<file path="config.mk">
export PLATFORM = sky130hd
export DESIGN_NAME = regs_bist
export DESIGN_NICKNAME = d
export VERILOG_FILES = /design/src/rtl/regs_bist.sv
export SDC_FILE = /design/constraint.sdc
export NUM_CORES = 1
export LEC_CHECK = 0
export ABC_AREA = 1
export CAP_MARGIN = 20
export CORE_MARGIN = 4
export CORE_UTILIZATION = 44
export DETAILED_ROUTE_END_ITERATION = 10
export GPL_TIMING_DRIVEN = 0
export PLACE_DENSITY_LB_ADDON = 0.3
export REMOVE_ABC_BUFFERS = 1
export SKIP_LAST_GASP = 1
export SLEW_MARGIN = 20
export SYNTH_ARGS = -nofsm -noshare
export SYNTH_HDL_FRONTEND = slang
export SYNTH_SLANG_ARGS = --single-unit
</file>
<file path="constraint.sdc">
create_clock -name clk -period 4.5 [get_ports clk]
set_input_delay 0.45 -clock clk [delete_from_list [all_inputs] [get_ports clk]]
set_output_delay 0.45 -clock clk [all_outputs]
set_load 0.01 [all_outputs]
</file>
<file path="src/rtl/regs_bist.sv">
// Register-file BIST initiator: writes two patterns through the write port,
// reads each back on both read ports and reports the mismatch count and the first failure.
module regs_bist #(
    parameter logic [31:0] SEED     = 32'hA5A5A5A5,
    parameter bit          ZERO_REG = 1'b1
) (
    input  logic        clk,
    input  logic        rst,
    input  logic        start,
    input  logic [31:0] rdata_A,
    input  logic [31:0] rdata_B,
    output logic        L_S,
    output logic [4:0]  Wt_addr,
    output logic [31:0] Wt_data,
    output logic [4:0]  R_addr_A,
    output logic [4:0]  R_addr_B,
    output logic        busy,
    output logic        done,
    output logic        pass,
    output logic [7:0]  err_count,
    output logic [4:0]  fail_addr,
    output logic        fail_port
);

    typedef enum logic [2:0] {IDLE, WR1, RD1, WR2, RD2, FIN} state_t;

    state_t      state, state_next;
    logic [4:0]  idx, idx_next;
    logic        in_read;
    logic [4:0]  addr_b;
    logic [31:0] exp_a, exp_b;
    logic        miss_a, miss_b;
    logic [7:0]  err_incr, err_next;

    function automatic logic [31:0] expected_data(input logic rd1, input logic [4:0] a);
        if (ZERO_REG && (a == 5'd0))
            return 32'h0;
        else if (rd1)
            return a[0] ? SEED : ~SEED;
        else
            return {27'b0, a};
    endfunction

    always_comb begin
        state_next = state;
        idx_next   = idx;
        case (state)
            IDLE: begin
                if (start) begin
                    state_next = WR1;
                    idx_next   = 5'd0;
                end
            end
            WR1, RD1, WR2, RD2: begin
                idx_next = idx + 5'd1;
                if (idx == 5'd31) begin
                    case (state)
                        WR1:     state_next = RD1;
                        RD1:     state_next = WR2;
                        WR2:     state_next = RD2;
                        default: state_next = FIN;
                    endcase
                end
            end
            FIN:     state_next = IDLE;
            default: state_next = IDLE;
        endcase
    end

    // 31-i on five bits is the bitwise complement of i
    always_comb begin
        in_read  = (state == RD1) || (state == RD2);
        addr_b   = (state == RD1) ? ~idx : idx;
        exp_a    = expected_data(state == RD1, idx);
        exp_b    = expected_data(state == RD1, addr_b);
        miss_a   = in_read && (rdata_A != exp_a);
        miss_b   = in_read && (rdata_B != exp_b);
        err_incr = {7'b0, miss_a} + {7'b0, miss_b};
        err_next = err_count + err_incr;
    end

    always_ff @(posedge clk or negedge rst) begin
        if (!rst) begin
            state     <= IDLE;
            idx       <= 5'd0;
            L_S       <= 1'b0;
            Wt_addr   <= 5'd0;
            Wt_data   <= 32'h0;
            R_addr_A  <= 5'd0;
            R_addr_B  <= 5'd0;
            busy      <= 1'b0;
            done      <= 1'b0;
            pass      <= 1'b0;
            err_count <= 8'd0;
            fail_addr <= 5'd0;
            fail_port <= 1'b0;
        end else begin
            state <= state_next;
            idx   <= idx_next;
            busy  <= (state_next == WR1) || (state_next == RD1) ||
                     (state_next == WR2) || (state_next == RD2);
            done  <= (state_next == FIN);
            L_S   <= (state_next == WR1) || (state_next == WR2);

            // Port outputs are produced from the upcoming state so they are flop outputs
            case (state_next)
                WR1: begin
                    Wt_addr  <= idx_next;
                    Wt_data  <= idx_next[0] ? SEED : ~SEED;
                    R_addr_A <= 5'd0;
                    R_addr_B <= 5'd0;
                end
                WR2: begin
                    Wt_addr  <= idx_next;
                    Wt_data  <= {27'b0, idx_next};
                    R_addr_A <= 5'd0;
                    R_addr_B <= 5'd0;
                end
                RD1: begin
                    R_addr_A <= idx_next;
                    R_addr_B <= ~idx_next;
                end
                RD2: begin
                    R_addr_A <= idx_next;
                    R_addr_B <= idx_next;
                end
                default: begin
                    Wt_addr  <= 5'd0;
                    Wt_data  <= 32'h0;
                    R_addr_A <= 5'd0;
                    R_addr_B <= 5'd0;
                end
            endcase

            if ((state == IDLE) && start) begin
                err_count <= 8'd0;
                pass      <= 1'b0;
                fail_addr <= 5'd0;
                fail_port <= 1'b0;
            end else if (in_read) begin
                err_count <= err_next;
                if ((err_count == 8'd0) && (miss_a || miss_b)) begin
                    fail_addr <= miss_a ? idx : addr_b;
                    fail_port <= !miss_a;
                end
                if ((state == RD2) && (idx == 5'd31))
                    pass <= (err_next == 8'd0);
            end
        end
    end

endmodule

</file>
==> impl_metrics.tcl, run 1 <==
set metrics [dict create \
    list_of_most_frequent_post_synthesis_cells "sky130_fd_sc_hd__nand2_1 (118), sky130_fd_sc_hd__inv_1 (50), sky130_fd_sc_hd__nor2_1 (49), sky130_fd_sc_hd__dfrtp_1 (48), sky130_fd_sc_hd__nand3_1 (37)" \
    ys_seq_elements 48 \
    synth_edf_count 0 \
    drtPass1Iterations 4 \
    power_density_mw_per_mm2 392 \
    period_share_pct 81.5 \
    clock_sink_count 48 \
    layout_area_growth_over_synthesis_pct 41.6 \
    wirelength_mm 8.21 \
    synth_top_area_cell "sky130_fd_sc_hd__dfrtp_1" \
    initial_utilization_pct 46.3 \
    cts_resized 0 \
    hpwl_mm 6.55 \
    grt_antenna_before_repair 0 \
    worst-r2r-cell-count 21 \
    crit_cells 21 \
    post-place-ws_ps 879 \
    report.power.total_mw 1.79 \
    crit_family "simple AND/OR/NAND/NOR gates" \
    timing.setup.tns_ps 0 \
    ctsLongestPathBuffers 2 \
    final_cells 651 \
    timing.critical_path.arrival_ps 3900 \
    worst_r2r_startpoint "state[1]$_DFF_PN0_" \
    core_region_area_mm2 0.00698 \
    clock-skew-final_ps 6.64 \
    crit_slowest_cell "sky130_fd_sc_hd__dfrtp_1" \
    port-buffer-count 131 \
    die_area_mm2 0.00879 \
    maxSlewHeadroom_pct 68.6 \
    r2r_slack_ps 830 \
    worstSkewPairLatency_ps 300 \
    critPathMaxStageDelay_ps 500 \
    placement_rows 30 \
    clkTransAtPathRegs_ps 90 \
    cts_made_buffers 5 \
    grt_first_pass_wirelength_mm 13.9 \
    fin_util_pct 65.6 \
    fp.dieW_um 93.7 \
    post_drt_wl_per_cell_um 12.6 \
    timing.max_cap.violations 0 \
    yosys.area.top_type_share_pct 37.1 \
    ios 132 \
    cts_tree "done" \
    synth-seq-area-share_pct 37.1 \
    grtUsageTotal_pct 19.5 \
    critical_path.max_fanout 11 \
    post_cts_buffers 0 \
    report.final.setup_viol 0 \
    kind_of_start_point_of_the_critical_path "register" \
    hold-worst-slack_ps 49.4 \
    placement.cell_area_mm2 0.00446 \
    final_cell_area_mm2 0.00458 \
    rsz_0062_raised_after_global_routing "no" \
    post_drt_via_cell_ratio 4.88 \
    gr-total-overflow 0 \
    dr.first_iter.drc_count 119 \
    period_minus_slack_ps 3670 \
    cts_hold_buf 0 \
    measured_slew_at_the_worst_slew_check_pin_ps 472 \
    final_layout_size_suffix_gt1_share_pct 5.59 \
    finalWorstSetupSlack_ps 834 \
    detail_route.drc_violations 0 \
    cts_htree_levels 2 \
    grt_pass1_vias 3131 \
    placed_cells 643 \
    cp.required_ps 4730 \
    vias 3180 \
    dieHeight_um 93.7 \
    synthCells 443 \
    end_kind "register" \
    cts-root-buf "sky130_fd_sc_hd__clkbuf_8" \
    finalHoldViolations 0 \
    placer_congestion_estimate 0.867 \
    final_net_count 629 \
    crit_buf_inv 1 \
    yosys_most_used_dff "sky130_fd_sc_hd__dfrtp_1" \
    yosys_warnings 0 \
    ir_worst_vdd_uv 358 \
    netlist-cell-type-count 35 \
    max_clock_freq_ghz 0.273 \
    r2r_endpoint "pass$_DFFE_PN0P_" \
    synth_most_common_cell "sky130_fd_sc_hd__nand2_1" \
    synth_area_per_cell_um2 7.30 \
    maxSlewViolCount 0 \
    postSynth.asyncResetShare_pct 100 \
    final_antenna_net_count 0 \
    combined_area_of_all_synthesized_cells_mm2 0.00323 \
    crit_chain "nand2_2, nor2_4, ha_1, nand3_1, nor2_1, nand2_2, nand2_1, a21oi_1, nor2_1, nand3_2, nand2_1, fa_1, inv_1, ha_1, nand3_1, nor3_1, xor2_1, nand3_1, nor2_1, nand2_1, a21oi_1" \
    synth_area_leaders "sky130_fd_sc_hd__dfrtp_1 (37%), sky130_fd_sc_hd__nand2_1 (14%), sky130_fd_sc_hd__buf_4 (5.8%)" \
    leakage_nw 2.05 \
    outcome "finished, final reports clean" \
    grt_max_degree 34 \
    setup.worst_path.class "register to register" \
    holdCritPathClass "input port to asynchronous set/reset pin" \
    antennaDiodeCount 0 \
]
cells in the final DEF (no fill, tap or decap), drive strengths merged, types with 6 or more instances in the layout:
cell           synthesis  layout
nor3                   9       9
nor4                   6       6
inv                   52      52
nand2                124     124
o21ai                 24      24
nor2                  54      54
nand3                 41      41
clkbuf                 0       6
clkdlybuf4s50          0     130
nand4                 12      12
dfrtp                 48      48
o22ai                  7       7
a21oi                 10      10
ha                     7       7
worst reg2reg max path, stage by stage, from the launching register on:
cell	delay, ps
sky130_fd_sc_hd__dfrtp_1	500
sky130_fd_sc_hd__nand2_2	130
sky130_fd_sc_hd__nor2_4	220
sky130_fd_sc_hd__ha_1	340
sky130_fd_sc_hd__nand3_1	120
sky130_fd_sc_hd__nor2_1	60
sky130_fd_sc_hd__nand2_2	160
sky130_fd_sc_hd__nand2_1	100
sky130_fd_sc_hd__a21oi_1	130
sky130_fd_sc_hd__nor2_1	70
sky130_fd_sc_hd__nand3_2	100
sky130_fd_sc_hd__nand2_1	80
sky130_fd_sc_hd__fa_1	390
sky130_fd_sc_hd__inv_1	70
sky130_fd_sc_hd__ha_1	180
sky130_fd_sc_hd__nand3_1	110
sky130_fd_sc_hd__nor3_1	230
sky130_fd_sc_hd__xor2_1	240
sky130_fd_sc_hd__nand3_1	100
sky130_fd_sc_hd__nor2_1	120
sky130_fd_sc_hd__nand2_1	70
sky130_fd_sc_hd__a21oi_1	120
final cells by class:
| type | instances | area [µm²] |
|---|---|---|
| tap | 96 | 120 |
| multi-input combinational | 313 | 1610 |
| timing repair buffer | 132 | 1330 |
| clock inverter | 2 | 38.8 |
| fill | 613 | 2400 |
| sequential | 48 | 1200 |
| clock buffer | 6 | 82.6 |
| inverter | 54 | 203 |
worst max-delay path by stage:
| stage | from | to |
|---|---|---|
| floorplan | state[2]$_DFF_PN0_ | pass$_DFFE_PN0P_ |
| global placement | state[2]$_DFF_PN0_ | pass$_DFFE_PN0P_ |
| detailed placement | state[2]$_DFF_PN0_ | pass$_DFFE_PN0P_ |
| CTS | state[2]$_DFF_PN0_ | pass$_DFFE_PN0P_ |
| global route | idx[0]$_DFF_PN0_ | pass$_DFFE_PN0P_ |
| finish | state[1]$_DFF_PN0_ | pass$_DFFE_PN0P_ |
state kept, by name, summed over array words and instances (netlist names), 3 cells and up:
signal / cells
fail_addr: 5
Wt_data: 7
idx: 5
err_count: 8
state: 3
R_addr_B: 5
Wt_addr: 5
R_addr_A: 5
report_power, final:
| part | switching (mW) | total, mW | internal, mW |
|---|---|---|---|
| Clock | 0.142 | 0.324 | 0.182 |
| Combinational | 0.454 | 0.879 | 0.424 |
| Sequential | 0.0854 | 0.592 | 0.507 |
| Total | 0.682 | 1.79 | 1.11 |
routing by layer:
layer / part of all wire, % / track usage, % / up-vias
li1: - / - / 1647
met1: 44 / 24.6 / 1424
met2: 49 / 33.1 / 98
met3: 6.3 / 5.45 / 11
met4: 1.3 / 4.57 / 0
met5: 0 / 0 / -
cell families (layout without fill, tap and decap cells):
logic type | Yosys count | in the layout | synth area share [%]
fa+ha+maj | 8 | 8 | 3.33
compound gates | 46 | 46 | 8.20
xor+xnor | 7 | 7 | 1.90
simple gates | 252 | 252 | 36.3
flops | 48 | 48 | 37.1
buf+inv | 82 | 194 | 13.1
Note: power is estimated with default switching activity, not from simulation.
==> run 2: changes to the inputs <==
Settings changed: CORE_UTILIZATION 44 to 40.
Clock period 4.5 ns to 3.07 ns, I/O delays scaled along.
==> run 2 against run 1 <==
  * Via count is 7.9% higher
  * Sequential share of layout area is 2.2 points lower
  * Count of clock-buffer cells in the layout is 1 lower
  * Routed wire length is 15% higher
  * Final cell count is 4.5% higher
  * Non-clock buffer count is 22 higher
  * The flow now finishes with violations (negative setup slack)
  * Hold slack better by 440 ps
  * Flip-flop and latch count stayed put
  * Critical endpoint unchanged
  * Clock skew is 0.50 ps higher
  * Total power is 58% higher
==> impl_metrics.tcl, run 2 (synthesized netlist as in run 1, its figures left out) <==
set metrics [dict create \
    grt_pass1_vias 3499 \
    period_minus_slack_ps 3110 \
    worst-r2r-cell-count 24 \
    worst_r2r_startpoint "state[2]$_DFF_PN0_" \
    cp.required_ps 3310 \
    failed_checks "negative setup slack" \
    post_drt_wl_per_cell_um 13.9 \
    cts_tree "done" \
    fp.dieW_um 97.9 \
    final_layout_size_suffix_gt1_share_pct 16.6 \
    report.power.total_mw 2.83 \
    final_net_count 652 \
    vias 3431 \
    finalHoldViolations 0 \
    setup.worst_path.class "register to register" \
    initial_utilization_pct 41.4 \
    clkTransAtPathRegs_ps 100 \
    worstSkewPairLatency_ps 310 \
    leakage_nw 2.20 \
    critical_path_endpoint "pass$_DFFE_PN0P_" \
    placement_rows 32 \
    ios 132 \
    grt_first_pass_wirelength_mm 15.7 \
    wirelength_mm 9.45 \
    largest_reg_flops 8 \
    period_share_pct 101 \
    ctsLongestPathBuffers 2 \
    leading_cell_type_in_the_layout_fill_and_taps_excluded "sky130_fd_sc_hd__clkdlybuf4s50_1" \
    measured_slew_at_the_worst_slew_check_pin_ps 572 \
    cts_htree_levels 2 \
    regMostFlops "err_count" \
    maxSlewHeadroom_pct 61.9 \
    cts_made_buffers 5 \
    cts-root-buf "sky130_fd_sc_hd__clkbuf_8" \
    mostFrequentLayoutCells "sky130_fd_sc_hd__clkdlybuf4s50_1 (130), sky130_fd_sc_hd__nand2_1 (107), sky130_fd_sc_hd__nor2_1 (47)" \
    gr-total-overflow 0 \
    layout_area_growth_over_synthesis_pct 55.2 \
    power_density_mw_per_mm2 564 \
    die_area_mm2 0.00959 \
    outcome "complete, but fails checks" \
    registers_with_the_most_flip_flops "err_count: 8 flops, Wt_data: 7 flops" \
    detail_route.drc_violations 0 \
    ir_worst_vdd_uv 557 \
    placement.cell_area_mm2 0.00447 \
    min_path_cells 2 \
    report.final.setup_viol 1 \
    final_cell_area_mm2 0.00502 \
    final_antenna_net_count 0 \
    max_clock_freq_ghz 0.321 \
    dr.first_iter.drc_count 143 \
    drtPass1Iterations 4 \
    r2r_endpoint "pass$_DFFE_PN0P_" \
    post_drt_via_cell_ratio 5.05 \
    hpwl_mm 6.81 \
    timing.critical_path.arrival_ps 3360 \
    critical_path.max_fanout 7 \
    cp-startpoint "state[2]$_DFF_PN0_" \
    port-buffer-count 131 \
    timing.max_cap.violations 0 \
    clock-skew-final_ps 7.14 \
    placer_congestion_estimate 0.862 \
    core_region_area_mm2 0.00781 \
    r2r_slack_ps -40 \
    maxSlewViolCount 0 \
    dieHeight_um 97.9 \
    grt_max_degree 26 \
    grtUsageTotal_pct 19.3 \
    holdCritPathClass "register to register" \
    rsz_0062_raised_after_global_routing "yes" \
    clock_sink_count 48 \
    end_kind "register" \
    finalWorstSetupSlack_ps -43.6 \
    kind_of_start_point_of_the_critical_path "register" \
    grt_antenna_before_repair 0 \
    antennaDiodeCount 0 \
]
## run 2: changes by cell type in the layout (fill, tap and decap cells not counted), sizes merged
cell / change
dlygate4sd3: +1
nand2: +1
clkbuf: -1
buf: +21
clkinv: -2
inv: +2
clkinvlp: +1
## run 2: routing by layer
| layer | up-vias | GRT usage [%] | routed length, µm |
|---|---|---|---|
| li1 | 1679 | - | - |
| met1 | 1607 | 23.2 | 3920 |
| met2 | 129 | 32.7 | 4670 |
| met3 | 16 | 6.36 | 666 |
| met4 | 0 | 5.64 | 189 |
| met5 | - | 0 | 0 |
## run 2: what timing repair did
item,CTS,global route
cloned,1,0
hold endpoints to repair,11,0
hold buffers,1,0
pin swaps,16,25
setup endpoints to repair,6,7
buffers inserted,12,9
gates resized for setup,27,36
## run 2: final cells by class
| type | instances | area [µm²] |
|---|---|---|
| well taps | 102 | 128 |
| multi-input cells | 314 | 1840 |
| repair buffers | 154 | 1520 |
| fillers | 621 | 2790 |
| flip-flops and latches | 48 | 1210 |
| clock buffers | 5 | 68.8 |
| clock inverters | 3 | 50.0 |
| inverters | 54 | 209 |
## run 2: where the power goes
part / total [mW] / internal, mW / leakage (nW) / switching [mW]
registers: 0.868 / 0.748 / 0.646 / 0.121
clock network: 0.487 / 0.251 / 0.0607 / 0.236
logic: 1.47 / 0.704 / 1.49 / 0.769
total: 2.83 / 1.70 / 2.20 / 1.13
## run 2: critical path, cell delays in order, from the launching register on
cell	delay (ps)
sky130_fd_sc_hd__dfrtp_1	400
sky130_fd_sc_hd__inv_2	100
sky130_fd_sc_hd__buf_4	140
sky130_fd_sc_hd__nand3_4	110
sky130_fd_sc_hd__nand2_1	120
sky130_fd_sc_hd__nand2_2	90
sky130_fd_sc_hd__nor2_4	170
sky130_fd_sc_hd__nand2_4	100
sky130_fd_sc_hd__nand3_2	60
sky130_fd_sc_hd__nand2_1	50
sky130_fd_sc_hd__nand2_1	70
sky130_fd_sc_hd__nor2_2	40
sky130_fd_sc_hd__nand3_2	80
sky130_fd_sc_hd__nand2_2	60
sky130_fd_sc_hd__fa_2	380
sky130_fd_sc_hd__inv_2	80
sky130_fd_sc_hd__ha_4	150
sky130_fd_sc_hd__nand3_4	70
sky130_fd_sc_hd__buf_6	130
sky130_fd_sc_hd__xor2_2	140
sky130_fd_sc_hd__nor2_1	120
sky130_fd_sc_hd__nand3_1	90
sky130_fd_sc_hd__nor2_1	90
sky130_fd_sc_hd__nand2_1	80
sky130_fd_sc_hd__a21oi_2	110
## run 2: per-stage QoR
stage	cells	hold slack [ps]	setup WS, ps	TNS, ps	util, %
after global placement	648	456	-485	-1480	57.0
after floorplan	415	11.4	-56.8	-56.8	-
final	680	489	-43.6	-43.6	64.3
after detailed placement	649	336	-533	-1660	57.3
after global routing	680	534	-282	-831	64.3
after CTS	671	494	-183	-355	61.6
## run 2: worst min-delay path by stage
stage                                 startpoint                endpoint  slack, ps
after floorplan                              rst           L_S$_DFF_PN0_         10
after global placement    Wt_data[0]$_DFFE_PN0P_  Wt_data[0]$_DFFE_PN0P_        460
after detailed placement                     rst   R_addr_A[4]$_DFF_PN0_        340
after CTS                 Wt_data[3]$_DFFE_PN0P_  Wt_data[3]$_DFFE_PN0P_        490
after global routing      Wt_data[0]$_DFFE_PN0P_  Wt_data[0]$_DFFE_PN0P_        530
final                     Wt_data[3]$_DFFE_PN0P_  Wt_data[3]$_DFFE_PN0P_        490
==> run 3: changes to the inputs <==
Settings changed: MAX_ROUTING_LAYER set to met4.
==> run 3 against run 2 <==
  * The flow still finishes with violations (negative setup slack)
  * Final cell count grew 1.0%
  * Sequential share of layout area decreased by 0.53 points
  * Core utilization up 1.3 points
  * Flip-flop and latch count stayed put
  * Non-clock buffer count rose by 7
  * Clock power rose by 14%
  * Count of clock-buffer cells in the layout is the same
  * Clock skew is 5.2 ps higher
  * Register-to-register slack lost 190 ps
  * Hold slack worse by 0.66 ps
==> impl_metrics.tcl, run 3 (synthesized netlist as in run 1, its figures left out) <==
set metrics [dict create \
    combPwrFrac_pct 51.7 \
    finalHoldViolations 0 \
    timing.setup.tns_ps -341 \
    end_kind "register" \
    timing.critical_path.arrival_ps 3540 \
    final_layout_size_suffix_gt1_share_pct 18.1 \
    holdCritPathClass "register to register" \
    grt_antenna_before_repair 0 \
    detail_route.drc_violations 0 \
    layout_area_growth_over_synthesis_pct 58.4 \
    post_drt_wl_per_cell_um 14.5 \
    ctsLongestPathBuffers 2 \
    min_path_cells 2 \
    hpwl_mm 6.81 \
    placer_congestion_estimate 0.871 \
    grt_pass1_vias 3473 \
    failed_checks "negative setup slack" \
    rsz_0062_raised_after_global_routing "yes" \
    cell_internal_pwr_mw 1.79 \
    worstSkewPairLatency_ps 300 \
    report.final.setup_viol 3 \
    crit_cells 27 \
    crit_buf_inv 5 \
    regMostFlops "err_count" \
    dr.first_iter.drc_count 185 \
    maxSlewViolCount 0 \
    outcome "complete, but fails checks" \
    drtPass1Iterations 5 \
    final_antenna_net_count 0 \
    leakage_nw 2.28 \
    antennaDiodeCount 0 \
    registers_with_the_most_flip_flops "err_count: 8 flops, Wt_data: 7 flops" \
    setup.worst_path.class "register to register" \
    measured_slew_at_the_worst_slew_check_pin_ps 589 \
    power_switching_share_pct 39.1 \
    core_region_area_mm2 0.00781 \
    ios 132 \
    die_area_mm2 0.00959 \
    cts_tree "done" \
    timing.max_cap.violations 0 \
    max_clock_freq_ghz 0.303 \
    hold_path.startpoint "Wt_data[0]$_DFFE_PN0P_" \
    cts_htree_levels 2 \
    crit_slowest_cell "sky130_fd_sc_hd__dfrtp_1" \
    critPathMaxStageDelay_ps 410 \
    crit_family "simple AND/OR/NAND/NOR gates" \
    final_net_count 659 \
    num-fill-cells 623 \
    wirelength_mm 9.98 \
    seq_power_share_pct 29.5 \
    fin_util_pct 65.6 \
    vias 3525 \
    post_drt_via_cell_ratio 5.13 \
    multi_input_comb_area_mm2 0.00188 \
    clock-skew-final_ps 12.3 \
    maxSlewHeadroom_pct 60.7 \
    period_minus_slack_ps 3300 \
    clkTransAtPathRegs_ps 100 \
    seqCellArea_mm2 0.00120 \
    grt_first_pass_wirelength_mm 16.1 \
    worst-r2r-cell-count 27 \
    critical_path.max_fanout 6 \
    clock_sink_count 48 \
    kind_of_start_point_of_the_critical_path "register" \
    largest_reg_flops 8 \
    grt_max_degree 26 \
    p_clk_share_pct 18.8 \
    fp.dieW_um 97.9 \
    ir_worst_vdd_uv 536 \
    dieHeight_um 97.9 \
    netSwitchingPower_mw 1.15 \
    power_density_mw_per_mm2 575 \
    port-buffer-count 131 \
    placement_rows 32 \
    period_share_pct 108 \
    worst_r2r_startpoint "state[2]$_DFF_PN0_" \
    cts_made_buffers 5 \
    leading_cell_type_in_the_layout_fill_and_taps_excluded "sky130_fd_sc_hd__clkdlybuf4s50_1" \
    gr-total-overflow 0 \
    finalWorstSetupSlack_ps -231 \
    cp-startpoint "state[2]$_DFF_PN0_" \
    cp.required_ps 3310 \
    cts-root-buf "sky130_fd_sc_hd__clkbuf_8" \
    mostFrequentLayoutCells "sky130_fd_sc_hd__clkdlybuf4s50_1 (130), sky130_fd_sc_hd__nand2_1 (104), sky130_fd_sc_hd__inv_1 (46)" \
    grtUsageTotal_pct 20.4 \
    initial_utilization_pct 41.4 \
]
[run 3: cell types whose count changed in the layout (fill, tap and decap cells not counted), sizes merged]
cell,previous run,this run
buf,23,30
bufinv,1,2
inv,54,53
[run 3: power by group through the flow]
stage	Combinational, mW	Clock (mW)	Sequential, mW
final	1.52	0.554	0.870
after global routing	1.64	0.596	0.894
after CTS	1.45	0.559	0.866
after detailed placement	1.29	0	0.877
after global placement	1.28	0	0.875
after floorplan	0.481	0	0.979
[run 3: path summary, 6_finish.rpt]
kind | endpoint | slack (ps)
hold reg to reg | Wt_data[0]$_DFFE_PN0P_ | 490
setup / recovery | pass$_DFFE_PN0P_ | -230
min in group asynchronous | R_addr_A[4]$_DFF_PN0_ | 520
max in group asynchronous | idx[1]$_DFF_PN0_ | 2000
setup reg to reg | pass$_DFFE_PN0P_ | -230
hold / removal | Wt_data[0]$_DFFE_PN0P_ | 490
[run 3: tightest hold or removal path: stages (launching register included)]
cell	delay, ps
sky130_fd_sc_hd__dfrtp_1	360
sky130_fd_sc_hd__nand2_1	50
sky130_fd_sc_hd__nand2_1	50
[run 3: routing by layer]
metal / up-vias / routed length (µm) / global-route usage [%]
li1: 1696 / - / -
met1: 1621 / 4270 / 26.2
met2: 183 / 4810 / 33.0
met3: 25 / 646 / 4.00
met4: 0 / 255 / 5.43
met5: - / 0 / -
[run 3: layout make-up]
class,count,share of cell area [%]
clock buffers,5,1.34
clock inverters,3,1.34
inverters,54,4.08
multi-input cells,314,36.7
flip-flops and latches,48,23.5
well taps,102,2.49
repair buffers,161,30.6
[run 3: stage by stage]
step | setup slack [ps] | cells | power (mW) | area (µm²) | hold slack, ps
6_report | -231 | 687 | 2.95 | 5120 | 488
3_3_place_gp | -486 | 648 | 2.15 | 4450 | 456
4_1_cts | -212 | 675 | 2.88 | 4900 | 495
3_5_place_dp | -535 | 649 | 2.17 | 4470 | 334
5_1_grt | -463 | 687 | 3.13 | 5120 | 526
2_1_floorplan | -56.8 | 415 | 1.46 | 3010 | 11.4
[run 3: what timing repair did]
action | CTS | global route
pin swaps | 17 | 23
hold endpoints to repair | 4 | 0
endpoints found under the setup margin | 6 | 6
cloned | 1 | 0
gates resized for setup | 35 | 35
setup buffers | 17 | 13
hold buffers | 1 | 0
